`src/rtl/ysyx_22040210_gshare_ctrl.sv`:
```
// Gshare pattern-history-table controller: owns the global history, sweeps the
// table clear after reset, and serialises commit-time counter updates.
module ysyx_22040210_gshare_ctrl #(
    parameter int BHRLEN = 8,
    parameter int PC_W   = 32
) (
    input  logic              clk,
    input  logic              rst,
    input  logic              pred_valid,
    input  logic [PC_W-1:0]   pred_pc1,
    input  logic [PC_W-1:0]   pred_pc2,
    output logic              resp_valid1,
    output logic              resp_valid2,
    output logic              resp_taken1,
    output logic              resp_taken2,
    output logic [BHRLEN-1:0] cur_bhr,
    input  logic              spec_valid,
    input  logic              spec_taken,
    input  logic              upd_valid,
    output logic              upd_ready,
    input  logic [PC_W-1:0]   upd_pc,
    input  logic [BHRLEN-1:0] upd_bhr,
    input  logic              upd_taken,
    input  logic              upd_mispredict,
    output logic [BHRLEN-1:0] pht_raddr1,
    output logic [BHRLEN-1:0] pht_raddr2,
    input  logic [1:0]        pht_rdata1,
    input  logic [1:0]        pht_rdata2,
    output logic              pht_we,
    output logic [BHRLEN-1:0] pht_waddr,
    output logic [1:0]        pht_wdata,
    output logic              init_done
);

    // state  | meaning
    // INIT   | sweeping every table entry to weak not-taken
    // IDLE   | ready for a commit-time update
    // UPD_RD | port 2 reads the counter being updated
    // UPD_WR | saturated counter written back
    typedef enum logic [1:0] {INIT, IDLE, UPD_RD, UPD_WR} state_t;

    localparam logic [BHRLEN-1:0] ONE = {{(BHRLEN-1){1'b0}}, 1'b1};

    state_t            state, state_nxt;
    logic [BHRLEN-1:0] sweep_cnt;
    logic [BHRLEN-1:0] bhr;
    logic [BHRLEN-1:0] upd_idx;
    logic              upd_tk;
    logic [BHRLEN-1:0] idx1, idx2;
    logic              accept;
    logic              sweep_last;
    logic [1:0]        ctr_next;
    logic              unused_bits;

    assign idx1       = pred_pc1[BHRLEN+1:2] ^ bhr;
    assign idx2       = pred_pc2[BHRLEN+1:2] ^ bhr;
    assign accept     = upd_valid && (state == IDLE);
    assign sweep_last = &sweep_cnt;
    assign cur_bhr    = bhr;
    assign pht_raddr1 = idx1;
    assign resp_taken1 = resp_valid1 & pht_rdata1[1];
    assign resp_taken2 = resp_valid2 & pht_rdata2[1];
    assign unused_bits = ^{pred_pc1[PC_W-1:BHRLEN+2], pred_pc1[1:0],
                           pred_pc2[PC_W-1:BHRLEN+2], pred_pc2[1:0],
                           upd_pc[PC_W-1:BHRLEN+2], upd_pc[1:0], pht_rdata1[0]};

    always_comb begin
        ctr_next = pht_rdata2;
        if (upd_tk) begin
            if (pht_rdata2 != 2'b11) ctr_next = pht_rdata2 + 2'b01;
        end else begin
            if (pht_rdata2 != 2'b00) ctr_next = pht_rdata2 - 2'b01;
        end
    end

    always_ff @(posedge clk or posedge rst) begin
        if (rst) state <= INIT;
        else     state <= state_nxt;
    end

    always_comb begin
        state_nxt  = state;
        upd_ready  = 1'b0;
        pht_we     = 1'b0;
        pht_waddr  = '0;
        pht_wdata  = 2'b00;
        pht_raddr2 = idx2;
        case (state)
            INIT: begin
                pht_we    = 1'b1;
                pht_waddr = sweep_cnt;
                pht_wdata = 2'b01;
                if (sweep_last) state_nxt = IDLE;
            end
            IDLE: begin
                upd_ready = 1'b1;
                if (upd_valid) state_nxt = UPD_RD;
            end
            UPD_RD: begin
                pht_raddr2 = upd_idx;
                state_nxt  = UPD_WR;
            end
            UPD_WR: begin
                pht_we    = 1'b1;
                pht_waddr = upd_idx;
                pht_wdata = ctr_next;
                state_nxt = IDLE;
            end
            default: state_nxt = INIT;
        endcase
        // Reset must kill an in-flight table write at once, not at the next edge.
        if (rst) begin
            pht_we    = 1'b0;
            pht_waddr = '0;
            pht_wdata = 2'b00;
        end
    end

    always_ff @(posedge clk or posedge rst) begin
        if (rst) begin
            sweep_cnt   <= '0;
            bhr         <= '0;
            upd_idx     <= '0;
            upd_tk      <= 1'b0;
            resp_valid1 <= 1'b0;
            resp_valid2 <= 1'b0;
            init_done   <= 1'b0;
        end else begin
            if (state == INIT) sweep_cnt <= sweep_cnt + ONE;
            if (state == INIT && sweep_last) init_done <= 1'b1;
            resp_valid1 <= pred_valid && (state != INIT);
            resp_valid2 <= pred_valid && (state != INIT) && (state != UPD_RD);
            if (accept) begin
                upd_idx <= upd_pc[BHRLEN+1:2] ^ upd_bhr;
                upd_tk  <= upd_taken;
            end
            if (accept && upd_mispredict)
                bhr <= {upd_bhr[BHRLEN-2:0], upd_taken};
            else if (spec_valid && state != INIT)
                bhr <= {bhr[BHRLEN-2:0], spec_taken};
        end
    end

endmodule

```
`config.mk`:
```
export PLATFORM = sky130hd
export DESIGN_NAME = ysyx_22040210_gshare_ctrl
export DESIGN_NICKNAME = d
export VERILOG_FILES = /design/src/rtl/ysyx_22040210_gshare_ctrl.sv
export SDC_FILE = /design/constraint.sdc
export NUM_CORES = 1
export LEC_CHECK = 0
export BUFFER_PORTS_ARGS = -buffer_cell sky130_fd_sc_hd__buf_2
export CORE_AREA = 2 2 102 65
export CTS_CLUSTER_SIZE = 25
export DETAILED_ROUTE_END_ITERATION = 7
export DIE_AREA = 0 0 104 67
export GPL_ROUTABILITY_DRIVEN = 0
export HOLD_SLACK_MARGIN = 0.03
export PLACE_DENSITY_LB_ADDON = 0.1
export SYNTH_ARGS = -nofsm -noshare
export SYNTH_HDL_FRONTEND = slang
export SYNTH_SLANG_ARGS = --single-unit
```
`constraint.sdc`:
```
create_clock -name clk -period 3.4 [get_ports clk]
set_input_delay 0.68 -clock clk [delete_from_list [all_inputs] [get_ports clk]]
set_output_delay 0.68 -clock clk [all_outputs]
set_load 0.01 [all_outputs]
```
## Word-level counts from Yosys, hierarchy flattened

Cells that the tools add are included.

| cells by class | value |
|---|---|
| add/subtract/negate cells | 3 |
| eq/ne operators | 7 |
| mux-type cells | 16 |
| bitwise gates (word level) | 5 |
| reductions and logical operators | 13 |

Operator list:

| operator | count |
|---|---|
| 2-to-1 mux 8 bit | 4 |
| XOR 8 bit | 3 |
| one-hot mux 8 bit (2 select lines) | 1 |
| 2-to-1 mux 2 bit | 6 |
| adder 8 x 1 -> 8 bit (second input constant) | 1 |
| != test 2 bit (second input constant) | 4 |
| one-hot mux 2 bit (4 select lines) | 1 |
| AND reduction 8 bit | 1 |
| logical AND 1 bit | 6 |
| nonzero test 2 bit | 3 |
| == test 2 bit (second input constant) | 2 |
| one-hot mux 2 bit (2 select lines) | 1 |
| 2-to-1 mux 1 bit | 3 |
| adder 2 x 1 -> 2 bit (second input constant) | 1 |
| AND 1 bit | 2 |
| == test 2 x 1 -> 1 bit (second input constant) | 1 |
| zero test 2 bit | 1 |
| AND reduction 2 bit | 1 |
| OR reduction 2 bit | 1 |
| subtractor 2 x 1 -> 2 bit (second input constant) | 1 |

| word-level totals | value |
|---|---|
| register bits after elaboration | 30 |
| bits of input ports | 116 |
| output and inout bits | 41 |

## Logic depth before layout (Yosys ltp)

Gate-level depths: netlist of the first run.

| logic depth | value |
|---|---|
| depth after elaboration | 5 |
| gate-level depth with buffers | 7 |
| gate-level depth less buffers | 5 |

## Worst setup path before layout of the first run

OpenSTA, ideal clock, no wires.

| timing path | value |
|---|---|
| kind | reg-to-output |
| start point | register state[0] |
| end point | output pht_wdata[1] |
| data arrival time | 1578 ps |
| required time | 2720 ps |
| path slack | 1142 ps |
| stages on the path, launching flop included | 7 |
| cells stage by stage | dfrtp_1 inv_1 ha_1 nor2_1 and2_1 buf_2 a21boi_0 |

| on the way | value |
|---|---|
| cells in the longest elaborated chain, start to end | 3 |
| elaborated cells between the ends (all ways) | 4 |

RTL lines:

| item | RTL line | text |
|---|---|---|
| from (decl) | 44 | `state_t state, state_nxt;` |
| from (signal assigned) | 78 | `else state <= state_nxt;` |
| == test 2 bit / zero test 2 bit (equally long branches) | 88 | `case (state)` |
| one-hot mux 2 bit (2 select lines) (*) | 88 |  |
| 2-to-1 mux 2 bit (*) | 112 | `if (rst) begin` |
| to (decl) | 31 | `output logic [1:0] pht_wdata,` |

Every way passes the cells marked *; elsewhere a longest branch is shown, timed or not.

## Worst setup path in the final report of the first run

Ends and elaborated chain as after synthesis.

==> out/metrics.yaml, run 1 <==
outcome:
  run_status: "finished clean"
yosys:
  syn_area_um2: 1747
  netlist.area_leader.share_pct: 42.98
  synth_area_leaders: "dfrtp_1 (43%), xnor2_1 (10%), xor2_1 (5.5%)"
  ys_types: 30
  syn_avg_cell_area_um2: 9.813
  synth_seq_cells: 30
  synth-edff-count: 0
  syn_inst: 178
  ys.warnings.count: 0
  yosys-top-cells-count: "dfrtp_1 (30), xnor2_1 (20), nand2_1 (19)"
  ys.flop_type: "dfrtp_1"
  ys_seq_area_share_pct: 42.98
  ys_async_sr_fraction_pct: 100.0
  synth.most_common_cell: "dfrtp_1"
  syn-num-nets: 299
  synth_top_area_cell: "dfrtp_1"
clock_network:
  cts_tree: "yes"
  cts_root_buffer: "clkbuf_8"
  clk_pin_slew_worst_paths_ns: 0.07
  htreeDepth: 2
  post_cts_resize_count: 0
  cts_num_sinks: 30
  cts-hold-fix-buffers: 0
  clkLatencyLatePin_ns: 0.28
  cts_setup_buffers: 0
  clock_path_buffers: 2
  cts_made_buffers: 5
setup_path:
  critPathMaxFanout: 10
  crit_type: "reg2out"
  critPathSlowestCell: "and2_1"
  crit_chain: "inv_1, ha_1, nor2_1, and2_1, a21boi_0, buf_2"
  crit_arrival_ns: 2.05
  cpPeakStageDelay_ns: 0.41
  path_buf_inv: 2
  crit_family: "simple AND/OR/NAND/NOR gates"
  cp-startpoint: "state[0]"
  r2r-start: "state[0]"
  end_kind: "primary output"
  start_kind: "flop"
  crit_required_ns: 2.72
worst_hold_path:
  hold_class: "reg2reg"
  worstHoldStart: "init_done"
placement:
  dp.final_hpwl_um: 3652
  port_buffers: 83
  place_ws_ns: 0.9788
pwr:
  ir_worst_vdd_uv: 276.9
  power_leakage_nw: 1.197
  power_density_nw_per_um2: 825.1
  power_w: 0.001939
timing:
  finalCritPeriodShare_pct: 80.25
  skew_ns: 0.005003
  worst_pin_slew_ns: 0.6106
  finalSetupTns_ns: 0
  slew_headroom_pct: 59.29
  setup_violations: 0
  finalMaxSlewViolations: 0
  setup_ws_ns: 0.6716
  timing.hold.ws_ns: 0.4557
  hold_violations: 0
  fin_crit_ns: 2.728
  clock.fmax_mhz: 366.5
  rsz0062_at_grt: "no"
finish:
  drive_above_1_share_pct: 39.16
  syn_to_final_growth_pct: 34.53
  n_antenna_cell: 0
  fin_nets: 383
routing:
  routed_wl_um: 4622
  firstDrtPassIters: 4
  drt_iter0_markers: 57
  drtAntennaViolNets: 0
  via_per_inst: 4.352
  post_drt_wl_per_cell_um: 13.32
  vias: 1510
  drcViolationCount: 0
floorplanning:
  initial_utilization_pct: 29.38
  core_area_um2: 5946
  die_h_um: 67
  die_w_um: 104
  fp-row-count: 22
  pin_count: 157
  fp.dieArea_um2: 6968
global_route:
  antenna_found_initial: 0
  grt_pass1_vias: 1445
  grt_pass1_wl_um: 7162
  grt_overflow_total: 0
  track_usage_pct: 13.62
  grt_max_degree: 31
job:
  drv_cap: 0
[final cells by class]
| class | instances | area, um^2 |
|---|---|---|
| clock buffer | 5 | 68.82 |
| sequential | 30 | 750.7 |
| multi-input combinational | 134 | 928.4 |
| clock inverter | 3 | 40.04 |
| inverter | 5 | 18.77 |
| tap | 84 | 105.1 |
| fill | 627 | 3596 |
| timing repair buffer | 86 | 437.9 |
[through the flow]
step / instances / util [%] / area [um^2]
floorplan: 178 / - / 1747
global placement: 339 / 37.69 / 2241
detailed placement: 339 / 37.69 / 2241
CTS: 347 / 39.52 / 2350
finish: 347 / 39.52 / 2350
global route: 347 / 39.52 / 2350
[worst reg2reg max path: stages (launching register included)]
cell and delay (ns):
dfrtp_1 0.41, inv_1 0.11, ha_1 0.15, buf_4 0.18
nand2b_1 0.48, mux2i_1 0.25, o21ai_0 0.10
[report_power, final]
| group | switching, W | internal (W) | leakage, nW |
|---|---|---|---|
| logic | 0.000469 | 0.000428 | 0.777 |
| clock network | 0.000141 | 0.000216 | 0.0579 |
| registers | 0.000183 | 0.000503 | 0.362 |
[metal layers]
metal  global-route usage (%)  up-vias  wire length [um]
met5                        0        -                 0
met4                    4.561        0                14
met3                    4.012        2               337
met2                    18.91       57              1891
met1                    19.82      685              2379
li1                         -      766                 -
[placed cells by master, fill, tap and decap left out, drive strengths merged, types with 2 or more instances in the layout]
cell | synthesis | routed
buf | 7 | 86
dfrtp | 30 | 30
xnor2 | 20 | 20
nand2 | 19 | 19
o21ai | 19 | 19
nor2 | 12 | 12
xor2 | 11 | 11
a21oi | 9 | 9
mux2i | 8 | 8
a22o | 8 | 8
and2 | 5 | 5
inv | 5 | 5
ha | 5 | 5
clkbuf | 2 | 5
nand4 | 4 | 4
mux2 | 3 | 3
a21o | 3 | 3
nor2b | 2 | 2
clkinv | 0 | 2
and3 | 2 | 2
[state kept, by name, indices dropped and copies added (netlist names)]
name and count:
cur_bhr 8, resp_valid2 1, upd_tk 1, upd_idx 8, state 2, init_done 1
resp_valid1 1, sweep_cnt 8
[kinds of logic (layout without fill, tap and decap cells)]
group,count (synthesis),after routing,share of synthesized area [%]
AO/OA/AOI/OAI,40,40,14.33
XOR/XNOR,31,31,15.54
adder cells (fa/ha/maj),6,6,4.155
buffers and inverters,14,99,3.868
flip-flops,30,30,42.98
multiplexers,11,11,6.733
AND/OR/NAND/NOR,46,46,12.39
[worst paths after layout]
path,endpoint,slack (ns),depth (start not counted)
min in group asynchronous,sweep_cnt[1],0.49,3
hold reg to reg,init_done,0.46,1
setup reg to reg,cur_bhr[0],1.58,6
max in group asynchronous,sweep_cnt[2],2.63,3
hold / removal,init_done,0.46,1
setup / recovery,pht_wdata[1],0.67,6
No activity file was read; power rests on OpenSTA's default activity.
==> run 2: changes to the inputs <==
clock period = 2.75 ns   (was 3.4 ns; I/O delays follow)
==> run 2 against run 1 <==
Via count increased by 1.5%. Routed wire length decreased by 2.0%. Cell count unchanged. Setup slack got worse by 0.46 ns. Utilization decreased by 0.29 points. Sequential power increased by 23%. Total power increased by 20%. Worst hold slack got worse by 0.095 ns. Die area unchanged. Global-route usage about the same. Critical path type unchanged. Highest routed layer unchanged.
==> out/metrics.yaml, run 2 (synthesis results as in run 1) <==
finish:
  fin_area_um2: 2332  # -0.75%
  drive_above_1_share_pct: 38.78  # -0.38 points
  syn_to_final_growth_pct: 33.52
  final_common_cell: "buf_2"
  final_cell_mix: "buf_2 (83), dfrtp_1 (30), xnor2_1 (20)"
  fin_nets: 383  # unchanged
  n_antenna_cell: 0  # unchanged
setup_path:
  crit_family: "simple AND/OR/NAND/NOR gates"
  r2r-start: "state[0]"
  crit_type: "reg2out"
  cp-startpoint: "state[0]"
  cpPeakStageDelay_ns: 0.39  # -0.02 ns
  crit_arrival_ns: 1.99  # -0.06 ns
  reg2regPathDepth: 6  # unchanged
  critPathSlowestCell: "and2_1"
  path_buf_inv: 2  # unchanged
  end_kind: "primary output"
  start_kind: "flop"
  rrSetupSlack_ns: 0.92  # -0.66 ns
  crit_required_ns: 2.20  # -0.52 ns
  r2r_end: "cur_bhr[0]"
  crit_chain: "inv_1, ha_1, nor2_1, and2_1, a21boi_0, buf_2"
  critPathMaxFanout: 10  # unchanged
  critPathCapture: "pht_wdata[1]"
  cp.depth: 6  # unchanged
job:
  drv_cap: 0  # unchanged
pwr:
  power_leakage_nw: 1.187  # -0.81%
  power_density_nw_per_um2: 993.5  # +20%
  ir_worst_vdd_uv: 421.5  # +52%
routing:
  via_per_inst: 4.415  # +1.5%
  drtAntennaViolNets: 0  # unchanged
  routed_wl_um: 4530  # -2.0%
  drt_iter0_markers: 46  # -19%
  post_drt_wl_per_cell_um: 13.05  # -2.0%
  drcViolationCount: 0  # unchanged
  vias: 1532  # +1.5%
  firstDrtPassIters: 4  # unchanged
global_route:
  grt_pass1_vias: 1491  # +3.2%
  grt_pass1_wl_um: 7279  # +1.6%
  track_usage_pct: 13.64  # +0.016 points
  grt_max_degree: 31  # unchanged
  antenna_found_initial: 0  # unchanged
  grt_overflow_total: 0  # unchanged
clock_network:
  cts_root_buffer: "clkbuf_8"
  cts_num_sinks: 30  # unchanged
  htreeDepth: 2  # unchanged
  cts_made_buffers: 5  # unchanged
  clk_pin_slew_worst_paths_ns: 0.06  # about the same
  cts-hold-fix-buffers: 0  # unchanged
  cts_tree: "yes"
  clock_path_buffers: 2  # unchanged
  post_cts_resize_count: 0  # unchanged
  clkLatencyLatePin_ns: 0.27  # about the same
  cts_setup_buffers: 0  # unchanged
timing:
  worst_pin_slew_ns: 0.6205  # +0.009940 ns
  hold_violations: 0  # unchanged
  finalCritPeriodShare_pct: 92.35
  finalSetupTns_ns: 0  # unchanged
  timing.hold.ws_ns: 0.3606  # -0.09510 ns
  setup_violations: 0  # unchanged
  slew_headroom_pct: 58.63  # -0.66 points
  clock.fmax_mhz: 393.8
  finalMaxSlewViolations: 0  # unchanged
  rsz0062_at_grt: "no"
  skew_ns: 0.001986  # -0.003016 ns
  fin_crit_ns: 2.540
placement:
  post_dp_cell_area_um2: 2241  # unchanged
  port_buffers: 83  # unchanged
  dp.final_hpwl_um: 3594  # -1.6%
floorplanning:
  die_h_um: 67  # unchanged
  pin_count: 157  # unchanged
  die_w_um: 104  # unchanged
  initial_utilization_pct: 29.38  # unchanged
  fp.dieArea_um2: 6968  # unchanged
  fp-row-count: 22  # unchanged
  core_area_um2: 5946  # unchanged
worst_hold_path:
  hold_class: "in2async"
outcome:
  run_status: "finished clean"
-- run 2: changes by cell type in the layout (fill, tap and decap cells not counted), sizes merged --
cell | previous run | this run
clkbuf | 5 | 7
bufinv | 1 | 0
clkinv | 2 | 1
-- run 2: area by class of cell --
| type | count | area, um^2 |
|---|---|---|
| clock inverters | 1 | 5.005 |
| flip-flops and latches | 30 | 750.7 |
| clock buffers | 7 | 86.33 |
| inverters | 5 | 18.77 |
| fillers | 632 | 3613 |
| well taps | 84 | 105.1 |
| multi-input cells | 134 | 928.4 |
| repair buffers | 86 | 437.9 |
-- run 2: per-layer routing --
metal / global-route usage, % / vias up / share of wire, %
met2: 19.24 / 58 / 40
met3: 4.305 / 5 / 7.1
met5: 0 / - / 0
met4: 4.561 / 0 / 0.91
met1: 19.44 / 703 / 52
li1: - / 766 / -
-- run 2: power breakdown --
group          internal [W]  total [W]  switching (W)
Clock              0.000202   0.000364       0.000162
Combinational      0.000531    0.00111       0.000576
Sequential         0.000622   0.000847       0.000224
Total               0.00135    0.00232       0.000963
-- run 2: worst min path at each step --
| stage | to | slack, ns | depth (start not counted) |
|---|---|---|---|
| 5_1_grt | state[1] | 0.39 | 3 |
| 2_1_floorplan | sweep_cnt[7] | 0.46 | 1 |
| 6_report | state[1] | 0.36 | 3 |
| 3_3_place_gp | init_done | 0.44 | 1 |
| 3_5_place_dp | init_done | 0.44 | 1 |
| 4_1_cts | state[1] | 0.37 | 3 |
-- run 2: worst min-delay path: cells and delay by family --
family / cells / cell delay, ns
buf+inv: 3 / 0.50
-- run 2: through the flow --
step	power, W	worst slack [ns]	instances	utilization [%]
after floorplan	0.001531	0.6223	178	-
after global placement	0.001978	0.5049	339	37.69
after detailed placement	0.001983	0.5218	339	37.69
after CTS	0.002356	0.1969	347	39.23
after global routing	0.002531	0.06357	347	39.23
final	0.002317	0.2104	347	39.23
==> run 3: changes to the inputs <==
PLACE_DENSITY_LB_ADDON = 0.12   (was 0.1)
==> run 3 against run 2 <==
Routed wire length grew 2.4%. Non-clock buffer count is the same. Total power grew 0.51%. Critical endpoint unchanged. Register-to-register slack lost 0.02 ns. Largest power group unchanged. Highest routed layer unchanged.
==> out/metrics.yaml, run 3 (synthesis results as in run 1) <==
setup_path:
  critPathMaxFanout: 10  # unchanged
  crit_chain: "inv_1, ha_1, nor2_1, and2_1, a21boi_0, buf_2"
  crit_family: "simple AND/OR/NAND/NOR gates"
  crit_type: "reg2out"
  critPathSlowestCell: "and2_1"
  end_kind: "primary output"
  path_buf_inv: 2  # unchanged
  crit_arrival_ns: 2.05  # +0.06 ns
  crit_required_ns: 2.20  # about the same
  cpPeakStageDelay_ns: 0.41  # +0.02 ns
  start_kind: "flop"
clock_network:
  cts_root_buffer: "clkbuf_8"
  post_cts_resize_count: 0  # unchanged
  htreeDepth: 2  # unchanged
  cts-hold-fix-buffers: 0  # unchanged
  cts_made_buffers: 5  # unchanged
  cts_setup_buffers: 0  # unchanged
  clkLatencyLatePin_ns: 0.28  # about the same
  clk_pin_slew_worst_paths_ns: 0.07  # about the same
  clock_path_buffers: 2  # unchanged
  cts_tree: "yes"
  cts_num_sinks: 30  # unchanged
global_route:
  track_usage_pct: 14.18  # +0.54 points
  grt_pass1_vias: 1497  # +0.40%
  grt_overflow_total: 0  # unchanged
  antenna_found_initial: 0  # unchanged
  grt_pass1_wl_um: 7576  # +4.1%
  grt_max_degree: 31  # unchanged
timing:
  finalCritPeriodShare_pct: 94.45  # +2.1 points
  setup_violations: 0  # unchanged
  setup_ws_ns: 0.1526  # -0.05786 ns
  finalMaxSlewViolations: 0  # unchanged
  fin_crit_ns: 2.597  # +0.05786 ns
  skew_ns: 0.007397  # +0.005410 ns
  hold_violations: 0  # unchanged
  slew_headroom_pct: 59.24  # +0.61 points
  timing.hold.ws_ns: 0.3417  # -0.01883 ns
  clock.fmax_mhz: 385.0  # -2.2%
  finalSetupTns_ns: 0  # unchanged
  worst_pin_slew_ns: 0.6114  # -0.009089 ns
  rsz0062_at_grt: "no"
pwr:
  p_sw_w: 0.0009743  # +1.2%
  power_leakage_nw: 1.187  # unchanged
  pwr-share-comb_pct: 47.6  # -0.2 points
  seq_power_share_pct: 36.4  # about the same
  clockPowerShare_pct: 16.1  # +0.4 points
  ir_worst_vdd_uv: 370.0  # -12%
  internal_power_w: 0.001354  # about the same
  power.switching_fraction_pct: 41.84  # +0.30 points
  power_density_nw_per_um2: 998.5  # +0.51%
floorplanning:
  pin_count: 157  # unchanged
  fp.dieArea_um2: 6968  # unchanged
  fp-row-count: 22  # unchanged
  die_w_um: 104  # unchanged
  initial_utilization_pct: 29.38  # unchanged
  die_h_um: 67  # unchanged
  core_area_um2: 5946  # unchanged
routing:
  drtAntennaViolNets: 0  # unchanged
  routed_wl_um: 4640  # +2.4%
  drt_iter0_markers: 71  # +54%
  vias: 1529  # -0.20%
  via_per_inst: 4.406  # -0.20%
  drcViolationCount: 0  # unchanged
  firstDrtPassIters: 4  # unchanged
  post_drt_wl_per_cell_um: 13.37  # +2.4%
job:
  drv_cap: 0  # unchanged
outcome:
  run_status: "finished clean"
finish:
  n_antenna_cell: 0  # unchanged
  fin_util_pct: 39.23  # unchanged
  final_common_cell: "buf_2"
  drive_above_1_share_pct: 38.78  # unchanged
  fin_nets: 383  # unchanged
  final_cell_mix: "buf_2 (83), dfrtp_1 (30), xnor2_1 (20)"
  syn_to_final_growth_pct: 33.52  # unchanged
placement:
  dp.final_hpwl_um: 3618  # +0.68%
  place_ws_ns: 0.4727  # -0.04909 ns
  port_buffers: 83  # unchanged
worst_hold_path:
  hold_class: "in2async"
## run 3: per-layer routing
layer  global-route usage [%]  vias to the layer above  routed length (um)  part of all wire [%]
met5                        0                        -                   0                     0
met4                    5.068                        0                  52                   1.1
met3                    4.305                        5                 287                   6.2
met2                    20.39                       55                1952                    42
met1                    19.94                      703                2346                    51
li1                         -                      766                   -                     -
## run 3: final cells by class
type                    count  area, um^2
flip-flops and latches     30       750.7
clock buffers               7       86.33
inverters                   5       18.77
well taps                  84       105.1
fillers                   628        3613
repair buffers             86       437.9
clock inverters             1       5.005
multi-input cells         134       928.4
## run 3: metrics by stage
step                      power, W  std cells  area [um^2]
after global placement    0.001978        339         2241
final                     0.002329        347         2332
after global routing      0.002557        347         2332
after detailed placement  0.001986        339         2241
after floorplan           0.001531        178         1747
after CTS                 0.002366        347         2332
## run 3: power groups by stage
stage	logic, W	registers (W)	clock network, W
3_5_place_dp	0.00113	0.000861	0
5_1_grt	0.00126	0.000889	0.000407
6_report	0.00111	0.000847	0.000374
3_3_place_gp	0.00112	0.000856	0
4_1_cts	0.00113	0.000853	0.000383
2_1_floorplan	0.000706	0.000825	0
## run 3: worst paths after layout
| path | startpoint | end | slack, ns | cells after the start |
|---|---|---|---|---|
| max in group asynchronous | rst | sweep_cnt[1] | 2.11 | 3 |
| min in group clk | init_done | init_done | 0.46 | 1 |
| hold reg to reg | init_done | init_done | 0.46 | 1 |
| hold / removal | rst | state[1] | 0.34 | 3 |
| setup / recovery | state[0] | pht_wdata[1] | 0.15 | 6 |
| setup reg to reg | state[0] | cur_bhr[1] | 0.90 | 6 |
## run 3: worst register-to-register path: cells and delay by family, from the launching register on
family                     cells  cell delay, ns
AOI/OAI and AO/OA              1            0.09
and+or+nand+nor                1            0.47
adders and majority gates      1            0.19
buffers and inverters          2            0.30
DFF                            1            0.41
muxes                          1            0.24
